<file path="config.mk">
export PLATFORM = sky130hd
export DESIGN_NAME = twiddle_cmul_stage
export DESIGN_NICKNAME = d
export VERILOG_FILES = /design/src/rtl/twiddle_cmul_stage_pkg.sv /design/src/rtl/twiddle_cmul_stage_cmul_round_sat.sv /design/src/rtl/twiddle_cmul_stage.sv
export SDC_FILE = /design/constraint.sdc
export NUM_CORES = 2
export LEC_CHECK = 0
export ABC_AREA = 1
export BUFFER_PORTS_ARGS = -buffer_cell sky130_fd_sc_hd__buf_2
export CAP_MARGIN = 20
export CORE_MARGIN = 2
export CORE_UTILIZATION = 66
export DETAILED_ROUTE_END_ITERATION = 8
export PLACE_DENSITY = 0.88
export SETUP_SLACK_MARGIN = 0.15
export SYNTH_ARGS = -nofsm -noshare
export SYNTH_HDL_FRONTEND = slang
export SYNTH_HIERARCHICAL = 1
export SYNTH_SLANG_ARGS = --single-unit
export TNS_END_PERCENT = 1
</file>
<file path="constraint.sdc">
create_clock -name clk -period 6.8 [get_ports clk]
set_input_delay 0.34 -clock clk [delete_from_list [all_inputs] [get_ports clk]]
set_output_delay 0.34 -clock clk [all_outputs]
set_load 0.05 [all_outputs]
</file>
<file path="src/rtl/twiddle_cmul_stage_pkg.sv">
// Shared constants for the 32-point MDC FFT twiddle multiply stage:
// default widths, rounding constant and saturation limits.
package twiddle_cmul_stage_pkg;

    localparam int DW_DEF   = 16;
    localparam int TW_DEF   = 9;
    localparam int FRAC_DEF = 7;
    localparam int ADDR_W   = 4;

    function automatic int rnd_const(input int frac);
        return 1 << (frac - 1);
    endfunction

    function automatic int sat_max(input int dw);
        return (1 << (dw - 1)) - 1;
    endfunction

    function automatic int sat_min(input int dw);
        return -(1 << (dw - 1));
    endfunction

    localparam int RND     = rnd_const(FRAC_DEF);
    localparam int SAT_MAX = sat_max(DW_DEF);
    localparam int SAT_MIN = sat_min(DW_DEF);

endpackage

</file>
<file path="src/rtl/twiddle_cmul_stage_cmul_round_sat.sv">
// Complex multiply back end: registered partial products (S2), then
// sum, round-half-up, saturate and register (S3).
module cmul_round_sat
    import twiddle_cmul_stage_pkg::*;
#(
    parameter int DW   = DW_DEF,
    parameter int TW   = TW_DEF,
    parameter int FRAC = FRAC_DEF
) (
    input  logic                 clk,
    input  logic                 rst,
    input  logic                 valid_i,
    input  logic                 sof_i,
    input  logic signed [DW-1:0] a_i,
    input  logic signed [DW-1:0] b_i,
    input  logic signed [TW-1:0] wr_i,
    input  logic signed [TW-1:0] wi_i,
    output logic                 valid_o,
    output logic                 sof_o,
    output logic signed [DW-1:0] re_o,
    output logic signed [DW-1:0] im_o
);

    localparam int PW = DW + TW;
    localparam int SW = DW + TW + 1;
    localparam logic signed [SW-1:0] RND_C = SW'(rnd_const(FRAC));
    localparam logic signed [SW-1:0] SMAX  = SW'(sat_max(DW));
    localparam logic signed [SW-1:0] SMIN  = SW'(sat_min(DW));

    logic signed [PW-1:0] p_ar_q, p_bi_q, p_ai_q, p_br_q;
    logic signed [PW-1:0] p_ar_d, p_bi_d, p_ai_d, p_br_d;
    logic [1:0]           vld_pipe_q, sof_pipe_q;
    logic signed [DW-1:0] re_q, im_q, re_d, im_d;
    logic signed [SW-1:0] sum_re, sum_im, sh_re, sh_im;

    function automatic logic signed [DW-1:0] sat(input logic signed [SW-1:0] x);
        if (x > SMAX)      return SMAX[DW-1:0];
        else if (x < SMIN) return SMIN[DW-1:0];
        else               return x[DW-1:0];
    endfunction

    always_comb begin
        p_ar_d = PW'(a_i) * PW'(wr_i);
        p_bi_d = PW'(b_i) * PW'(wi_i);
        p_ai_d = PW'(a_i) * PW'(wi_i);
        p_br_d = PW'(b_i) * PW'(wr_i);
    end

    always_comb begin
        sum_re = SW'(p_ar_q) - SW'(p_bi_q);
        sum_im = SW'(p_ai_q) + SW'(p_br_q);
        sh_re  = (sum_re + RND_C) >>> FRAC;
        sh_im  = (sum_im + RND_C) >>> FRAC;
        // Idle output slots carry zero data, not stale products.
        re_d   = vld_pipe_q[0] ? sat(sh_re) : '0;
        im_d   = vld_pipe_q[0] ? sat(sh_im) : '0;
    end

    always_ff @(posedge clk or posedge rst) begin
        if (rst) begin
            p_ar_q     <= '0;
            p_bi_q     <= '0;
            p_ai_q     <= '0;
            p_br_q     <= '0;
            vld_pipe_q <= '0;
            sof_pipe_q <= '0;
            re_q       <= '0;
            im_q       <= '0;
        end else begin
            p_ar_q     <= p_ar_d;
            p_bi_q     <= p_bi_d;
            p_ai_q     <= p_ai_d;
            p_br_q     <= p_br_d;
            vld_pipe_q <= {vld_pipe_q[0], valid_i};
            sof_pipe_q <= {sof_pipe_q[0], sof_i & valid_i};
            re_q       <= re_d;
            im_q       <= im_d;
        end
    end

    assign valid_o = vld_pipe_q[1];
    assign sof_o   = sof_pipe_q[1];
    assign re_o    = re_q;
    assign im_o    = im_q;

endmodule

</file>
<file path="src/rtl/twiddle_cmul_stage.sv">
// Twiddle ROM sequencer and framing check; samples are captured with their
// twiddle (S1) and handed to the complex multiply back end.
module twiddle_cmul_stage
    import twiddle_cmul_stage_pkg::*;
#(
    parameter int DW   = DW_DEF,
    parameter int TW   = TW_DEF,
    parameter int FRAC = FRAC_DEF
) (
    input  logic                 clk,
    input  logic                 rst,
    input  logic                 in_valid,
    input  logic                 in_sof,
    input  logic signed [DW-1:0] in_re,
    input  logic signed [DW-1:0] in_im,
    output logic [ADDR_W-1:0]    rom_addr,
    input  logic signed [TW-1:0] w_r,
    input  logic signed [TW-1:0] w_i,
    output logic                 out_valid,
    output logic                 out_sof,
    output logic signed [DW-1:0] out_re,
    output logic signed [DW-1:0] out_im,
    output logic                 frame_err
);

    logic [ADDR_W-1:0]    cnt_q, cnt_d;
    logic                 frame_err_q, frame_err_d;
    logic                 vld_q, sof_q;
    logic signed [DW-1:0] a_q, b_q;
    logic signed [TW-1:0] wr_q, wi_q;

    // sof realigns the index even while the counter is mid-frame.
    assign rom_addr = in_sof ? '0 : cnt_q;

    always_comb begin
        cnt_d       = in_valid ? rom_addr + 1'b1 : cnt_q;
        frame_err_d = frame_err_q | (in_valid & in_sof & (cnt_q != '0));
    end

    always_ff @(posedge clk or posedge rst) begin
        if (rst) begin
            cnt_q       <= '0;
            frame_err_q <= 1'b0;
            vld_q       <= 1'b0;
            sof_q       <= 1'b0;
            a_q         <= '0;
            b_q         <= '0;
            wr_q        <= '0;
            wi_q        <= '0;
        end else begin
            cnt_q       <= cnt_d;
            frame_err_q <= frame_err_d;
            vld_q       <= in_valid;
            sof_q       <= in_sof;
            a_q         <= in_re;
            b_q         <= in_im;
            wr_q        <= w_r;
            wi_q        <= w_i;
        end
    end

    cmul_round_sat #(.DW(DW), .TW(TW), .FRAC(FRAC)) u_cmul (
        .clk     (clk),
        .rst     (rst),
        .valid_i (vld_q),
        .sof_i   (sof_q),
        .a_i     (a_q),
        .b_i     (b_q),
        .wr_i    (wr_q),
        .wi_i    (wi_q),
        .valid_o (out_valid),
        .sof_o   (out_sof),
        .re_o    (out_re),
        .im_o    (out_im)
    );

    assign frame_err = frame_err_q;

endmodule

</file>
**Word-level counts from Yosys, hierarchy flattened**

Index checks and enable logic that the tools add are counted.

- Register bits: 193
- Latch bits: 0
- Bits in writable memories: 0
- Bits in read-only memories: 0
- Input bits: 54
- Output and inout port bits: 39
- Logic and storage cells: 41
- Memories: 0

- Add/sub/neg operators: 5
- Multiply operators: 4
- Divide/modulo/power cells: 0
- Magnitude comparators: 4
- Eq/ne operators: 0
- Shift-type cells: 0
- Multiplexer cells: 7
- Bitwise gates (word level): 4
- Reductions and logical operators: 1

Operators by type and width:

| operator | count |
|---|---|
| $mul A16 B9 Y25 | 4 |
| $mux W16 | 6 |
| $add A26 B8 Y26 const B | 2 |
| $gt A19 B16 Y1 const B | 2 |
| $lt A19 B16 Y1 const B | 2 |
| $add A25 B25 Y26 | 1 |
| $sub A25 B25 Y26 | 1 |
| $add A4 B1 Y4 const B | 1 |
| $mux W4 | 1 |
| $reduce_bool A4 Y1 | 1 |
| $and A1 B1 Y1 | 3 |
| $or A1 B1 Y1 | 1 |

**Logic depth before layout (Yosys ltp)**

- Depth in word-level cells: 6
- Gate-level depth with buffers: 23
- Mapped depth without buffers: 21

**By module**

The synthesis kept the hierarchy.

By module, submodules not included:

| module | instances | cells each | area an instance (um^2) |
|---|---|---|---|
| cmul_round_sat | 1 | 3449 | 27714.1 |
| twiddle_cmul_stage | 1 | 95 | 1579.0 |

**Worst setup path before layout**

OpenSTA, ideal clock, no wires.

- Path kind: register -> register
- From: register a_q[7]
- To: register u_cmul.p_ar_q[18]
- Setup time: 0.079 ns
- Data arrival time: 4.853 ns
- Required time: 6.721 ns
- Setup slack: 1.868 ns
- Cell stages (with the launch flop): 22
- Path buffers: 2
- Clock period less this slack: 4.932 ns
- Path through: dfrtp_1 -> clkbuf_1 -> clkbuf_1 -> nand2_1 -> fa_1 -> inv_1 -> fa_1 -> inv_1 -> fa_1 -> inv_1 -> fa_1 -> fa_1 -> ha_1 -> nand2_1 -> nor2_1 -> nand2_1 -> nand2_1 -> a21oi_1 -> o21ai_0 -> nand3_1 -> nand2_1 -> xor2_1

- Longest elaborated chain between the ends: 1

Ends and longest elaborated chain:

| item | RTL line | text |
|---|---|---|
| start, declared | twiddle_cmul_stage.sv:29 | `logic signed [DW-1:0] a_q, b_q;` |
| start signal, assigned | twiddle_cmul_stage.sv:55 | `a_q <= in_re;` |
| $mul A16 B9 Y25 | twiddle_cmul_stage_cmul_round_sat.sv:43 | `p_ar_d = PW'(a_i) * PW'(wr_i);` |
| via u_cmul.p_ar_d[18] | twiddle_cmul_stage_cmul_round_sat.sv:31 | `logic signed [PW-1:0] p_ar_d, p_bi_d, p_ai_d, p_br_d;` |
| end signal, assigned | twiddle_cmul_stage_cmul_round_sat.sv:70 | `p_ar_q <= p_ar_d;` |
| end, declared | twiddle_cmul_stage_cmul_round_sat.sv:30 | `logic signed [PW-1:0] p_ar_q, p_bi_q, p_ai_q, p_br_q;` |

The timed path passes the listed nets, and every way through them passes these cells.
A chain may end at the register's enable or synchronous reset.

**Worst setup path after layout**

- From: register wi_q[3]
- To: register u_cmul.p_ai_q[22]

- Longest elaborated chain between the ends: 1

Ends and longest elaborated chain:

| item | RTL line | text |
|---|---|---|
| start, declared | twiddle_cmul_stage.sv:30 | `logic signed [TW-1:0] wr_q, wi_q;` |
| start signal, assigned | twiddle_cmul_stage.sv:58 | `wi_q <= w_i;` |
| $mul A16 B9 Y25 | twiddle_cmul_stage_cmul_round_sat.sv:45 | `p_ai_d = PW'(a_i) * PW'(wi_i);` |
| via u_cmul.p_ai_d[22] | twiddle_cmul_stage_cmul_round_sat.sv:31 |  |
| end signal, assigned | twiddle_cmul_stage_cmul_round_sat.sv:72 | `p_ai_q <= p_ai_d;` |
| end, declared | twiddle_cmul_stage_cmul_round_sat.sv:30 |  |

The timed path passes the listed nets, and every way through them passes these cells.

==> impl_metrics.prom <==
# TYPE chip_impl_metric gauge
chip_impl_metric{name="synth_edf_count",unit=""} 0
chip_impl_info{name="critical_path.endpoint_type",value="flop"} 1
chip_impl_metric{name="syn_avg_cell_area",unit="sq um"} 8.27
chip_impl_info{name="synth_top_cell_by_area",value="sky130_fd_sc_hd__fa_1"} 1
chip_impl_info{name="regToRegEndpoint",value="u_cmul/p_ai_q[22]"} 1
chip_impl_metric{name="port_buffers",unit=""} 92
chip_impl_metric{name="post_drt_wl_per_cell",unit="um"} 17.4
chip_impl_metric{name="fillers",unit=""} 3125
chip_impl_metric{name="synth_top_area_frac",unit=""} 0.325
chip_impl_metric{name="flow.area_growth_from_synthesis",unit="%"} 7.26
chip_impl_metric{name="holdPathStages",unit=""} 1
chip_impl_info{name="grt_setup_unrepaired",value="false"} 1
chip_impl_metric{name="drv_cap",unit=""} 0
chip_impl_info{name="critical_path.reg2reg.startpoint",value="wi_q[3]"} 1
chip_impl_metric{name="drt-total-wl",unit="um"} 73700
chip_impl_metric{name="post_synth_inst_count",unit=""} 3544
chip_impl_info{name="ctsRootBufferMaster",value="sky130_fd_sc_hd__clkbuf_16"} 1
chip_impl_info{name="setup.worst_path.class",value="reg2reg"} 1
chip_impl_metric{name="num_rows",unit=""} 77
chip_impl_metric{name="clk_transition_reported_paths",unit="ns"} 0.10
chip_impl_metric{name="yosys_register_bits",unit=""} 193
chip_impl_metric{name="grt_antenna_before_repair",unit=""} 0
chip_impl_metric{name="clock_path_buffers",unit=""} 2
chip_impl_metric{name="post_cts_resized",unit=""} 0
chip_impl_metric{name="ys.warnings.count",unit=""} 6
chip_impl_info{name="worstSetupStartpointType",value="flop"} 1
chip_impl_metric{name="drtIter0Drc",unit=""} 2389
chip_impl_metric{name="crit_required",unit="ns"} 7.25
chip_impl_metric{name="antennaDiodeCount",unit=""} 0
chip_impl_metric{name="post_route_cells_drive_above_1_share",unit=""} 0.0651
chip_impl_info{name="synth-main-ff-cell",value="sky130_fd_sc_hd__dfrtp_1"} 1
chip_impl_metric{name="synth-seq-area-share",unit=""} 0.165
chip_impl_info{name="tritoncts",value="built"} 1
chip_impl_metric{name="ys_async_sr_fraction",unit=""} 1.00
chip_impl_metric{name="routabilityCongestion",unit=""} 0.946
chip_impl_metric{name="post_synth_instance_area",unit="sq um"} 29300
chip_impl_metric{name="remaining_drc_errors",unit=""} 0
chip_impl_info{name="most-common-layout-cells",value="sky130_fd_sc_hd__nand2_1, sky130_fd_sc_hd__inv_1, sky130_fd_sc_hd__fa_1"} 1
chip_impl_metric{name="cts_hold_repair.buffers",unit=""} 52
chip_impl_metric{name="rrSetupSlack",unit="ns"} 0.89
chip_impl_metric{name="path_max_fanout",unit=""} 18
chip_impl_info{name="worstHoldStart",value="in_sof"} 1
chip_impl_info{name="hold_class",value="in2reg"} 1
chip_impl_info{name="layout.cells.most_common",value="sky130_fd_sc_hd__nand2_1"} 1
chip_impl_metric{name="vias_per_cell",unit=""} 5.53
chip_impl_info{name="cell_chain_of_the_critical_path",value="buf_4 -> buf_4 -> nand2_1 -> inv_1 -> fa_1 -> fa_1 -> inv_1 -> fa_1 -> inv_1 -> fa_1 -> ha_1 -> ha_1 -> o21ai_0 -> inv_1 -> a21oi_1 -> o21ai_0 -> a31oi_1 -> xnor2_1"} 1
chip_impl_metric{name="clock.fmax",unit="GHz"} 0.169
chip_impl_metric{name="final_number_of_hold_violating_endpoints",unit=""} 0
chip_impl_info{name="min_delay_worst_endpoint",value="sof_q"} 1
chip_impl_metric{name="setup_viols_final",unit=""} 0
chip_impl_metric{name="clock_skew",unit="ns"} 0.0332
chip_impl_metric{name="measured_slew_at_the_worst_slew_check_pin",unit="ns"} 1.03
chip_impl_metric{name="floorplan.die.height",unit="um"} 215
chip_impl_metric{name="multi_input_comb_area",unit="sq um"} 20700
chip_impl_metric{name="largest_net_degree_at_the_start_of_global_routing",unit=""} 71
chip_impl_metric{name="floorplan.initialDensity",unit=""} 0.665
chip_impl_metric{name="via_count_of_the_first_global_routing_pass",unit=""} 24800
chip_impl_metric{name="antenna_violation_net_count_after_detailed_routing",unit=""} 0
chip_impl_metric{name="clk-insertion-delay-late",unit="ns"} 0.52
chip_impl_metric{name="detailroute.via_count",unit=""} 23400
chip_impl_metric{name="dieArea",unit="sq um"} 46100
chip_impl_metric{name="netlist-cell-type-count",unit=""} 41
chip_impl_metric{name="postSynthNetCount",unit=""} 4376
chip_impl_metric{name="fin_tns_setup",unit="ns"} 0
chip_impl_metric{name="drt-pass1-iter-count",unit=""} 6
chip_impl_metric{name="cts_buffers",unit=""} 17
chip_impl_metric{name="pin_count",unit=""} 93
chip_impl_metric{name="worst_stage_delay_on_the_critical_path",unit="ns"} 0.72
chip_impl_metric{name="global_route.usage.total",unit=""} 0.339
chip_impl_metric{name="h-tree-depth",unit=""} 4
chip_impl_metric{name="fin_crit",unit="ns"} 5.91
chip_impl_info{name="outcome",value="finished clean"} 1
chip_impl_metric{name="dp_hpwl",unit="um"} 55800
chip_impl_metric{name="critPathArrivalTime",unit="ns"} 6.36
chip_impl_metric{name="grt_pass1_wl",unit="um"} 123000
chip_impl_metric{name="finish.net_count",unit=""} 4457
chip_impl_metric{name="reg2regPathDepth",unit=""} 18
chip_impl_metric{name="max_slew_margin",unit=""} 0.314
chip_impl_info{name="synth_area_leaders",value="sky130_fd_sc_hd__fa_1, sky130_fd_sc_hd__dfrtp_1, sky130_fd_sc_hd__ha_1, sky130_fd_sc_hd__nand2_1, sky130_fd_sc_hd__inv_1"} 1
chip_impl_metric{name="final.period_utilization",unit=""} 0.870
chip_impl_metric{name="slew_viols_final",unit=""} 0
chip_impl_metric{name="grt-ovfl-total",unit=""} 0
chip_impl_metric{name="placeableCoreArea",unit="sq um"} 44000
chip_impl_metric{name="sequential_cell_area",unit="sq um"} 4830
chip_impl_info{name="timing.critical_path.slowest_stage_cell",value="sky130_fd_sc_hd__dfrtp_1"} 1
chip_impl_metric{name="post-cts-setup-buffer-count",unit=""} 0
chip_impl_metric{name="clkSinkCount",unit=""} 193
chip_impl_metric{name="floorplan.die.width",unit="um"} 215
==> cell usage after synthesis, types with 2 or more instances <==
cell / n
sky130_fd_sc_hd__xor2_1: 73
sky130_fd_sc_hd__buf_1: 11
sky130_fd_sc_hd__nand3_1: 64
sky130_fd_sc_hd__inv_2: 3
sky130_fd_sc_hd__buf_2: 2
sky130_fd_sc_hd__buf_8: 2
sky130_fd_sc_hd__ha_1: 302
sky130_fd_sc_hd__nand4_1: 16
sky130_fd_sc_hd__nor2_1: 149
sky130_fd_sc_hd__a21o_1: 6
sky130_fd_sc_hd__xnor2_1: 57
sky130_fd_sc_hd__nand3b_1: 4
sky130_fd_sc_hd__nor3_1: 14
sky130_fd_sc_hd__or2_2: 2
sky130_fd_sc_hd__and3_1: 4
sky130_fd_sc_hd__a21oi_2: 24
sky130_fd_sc_hd__inv_1: 849
sky130_fd_sc_hd__nand2_2: 21
sky130_fd_sc_hd__fa_1: 476
sky130_fd_sc_hd__a31oi_1: 14
sky130_fd_sc_hd__nor3_2: 4
sky130_fd_sc_hd__o21ai_0: 53
sky130_fd_sc_hd__dfrtp_1: 193
sky130_fd_sc_hd__nor2_2: 8
sky130_fd_sc_hd__o21bai_1: 9
sky130_fd_sc_hd__o21ai_1: 4
sky130_fd_sc_hd__o21a_1: 2
sky130_fd_sc_hd__nand2_4: 4
sky130_fd_sc_hd__clkbuf_1: 106
sky130_fd_sc_hd__nand2_1: 927
sky130_fd_sc_hd__a21oi_1: 124
sky130_fd_sc_hd__nand3_2: 3
sky130_fd_sc_hd__clkinv_1: 2
sky130_fd_sc_hd__o31ai_1: 2
sky130_fd_sc_hd__nor4_1: 4
==> cell families (layout without fill, tap and decap cells) <==
| group | count (synthesis) | in the layout | share of synthesized area |
|---|---|---|---|
| AND/OR/NAND/NOR | 1224 | 1224 | 0.168 |
| buffers and inverters | 977 | 1071 | 0.127 |
| adder cells (fa/ha/maj) | 778 | 778 | 0.454 |
| AO/OA/AOI/OAI | 242 | 242 | 0.0472 |
| flip-flops | 193 | 193 | 0.165 |
| XOR/XNOR | 130 | 130 | 0.0389 |
==> cell type report <==
class,count,area share
Multi-Input combinational cell,2374,0.660
Inverter,854,0.102
Timing Repair Buffer,185,0.0417
Sequential cell,193,0.154
Clock buffer,18,0.0137
Clock inverter,14,0.00490
Tap cell,592,0.0236
==> routing by layer <==
metal	vias up	global-route usage	wire length [um]
met3	291	0.0841	7940
li1	10600	-	-
met5	-	0	0
met1	11200	0.442	28500
met4	0	0.175	3820
met2	1354	0.529	33500
==> flip-flops by register name, indices dropped and copies added (netlist names), 16 cells and up <==
name / flops
u_cmul/p_ai_q: 25
u_cmul/p_ar_q: 25
u_cmul/p_bi_q: 25
u_cmul/p_br_q: 25
a_q: 16
b_q: 16
u_cmul/im_o: 16
u_cmul/re_o: 16
==> worst max-delay path by stage <==
stage | start | endpoint | slack (ns) | depth (start not counted)
floorplan | a_q[7] | u_cmul/p_ar_q[18] | 1.87 | 21
global placement | wi_q[3] | u_cmul/p_ai_q[23] | 1.32 | 18
detailed placement | wi_q[3] | u_cmul/p_ai_q[22] | 1.05 | 18
CTS | wi_q[3] | u_cmul/p_ai_q[22] | 1.05 | 18
global route | wi_q[3] | u_cmul/p_ai_q[22] | 0.73 | 18
finish | wi_q[3] | u_cmul/p_ai_q[22] | 0.89 | 18
==> critical path, delay by kind of cell (launching register included) <==
| kind | cells | cell delay, ns |
|---|---|---|
| AND/OR/NAND/NOR | 1 | 0.07 |
| flip-flops | 1 | 0.72 |
| buffers and inverters | 6 | 0.82 |
| AO/OA/AOI/OAI | 4 | 1.50 |
| adder cells (fa/ha/maj) | 6 | 2.58 |
| XOR/XNOR | 1 | 0.14 |
==> stage by stage <==
stage / cell area (sq um) / setup slack (ns) / hold WS, ns / cells / utilization
floorplan: 29300 / 1.87 / 0.331 / 3544 / -
global placement: 30300 / 1.32 / 0.333 / 4145 / 0.688
detailed placement: 30300 / 1.05 / 0.346 / 4145 / 0.688
CTS: 31400 / 1.05 / 0.00175 / 4229 / 0.713
global route: 31400 / 0.731 / 0.0128 / 4230 / 0.714
finish: 31400 / 0.885 / 0.0326 / 4230 / 0.714
Power is left out: the tool's default activity adds up to more than one toggle a clock period on the data nets, which glitch-free logic cannot reach.
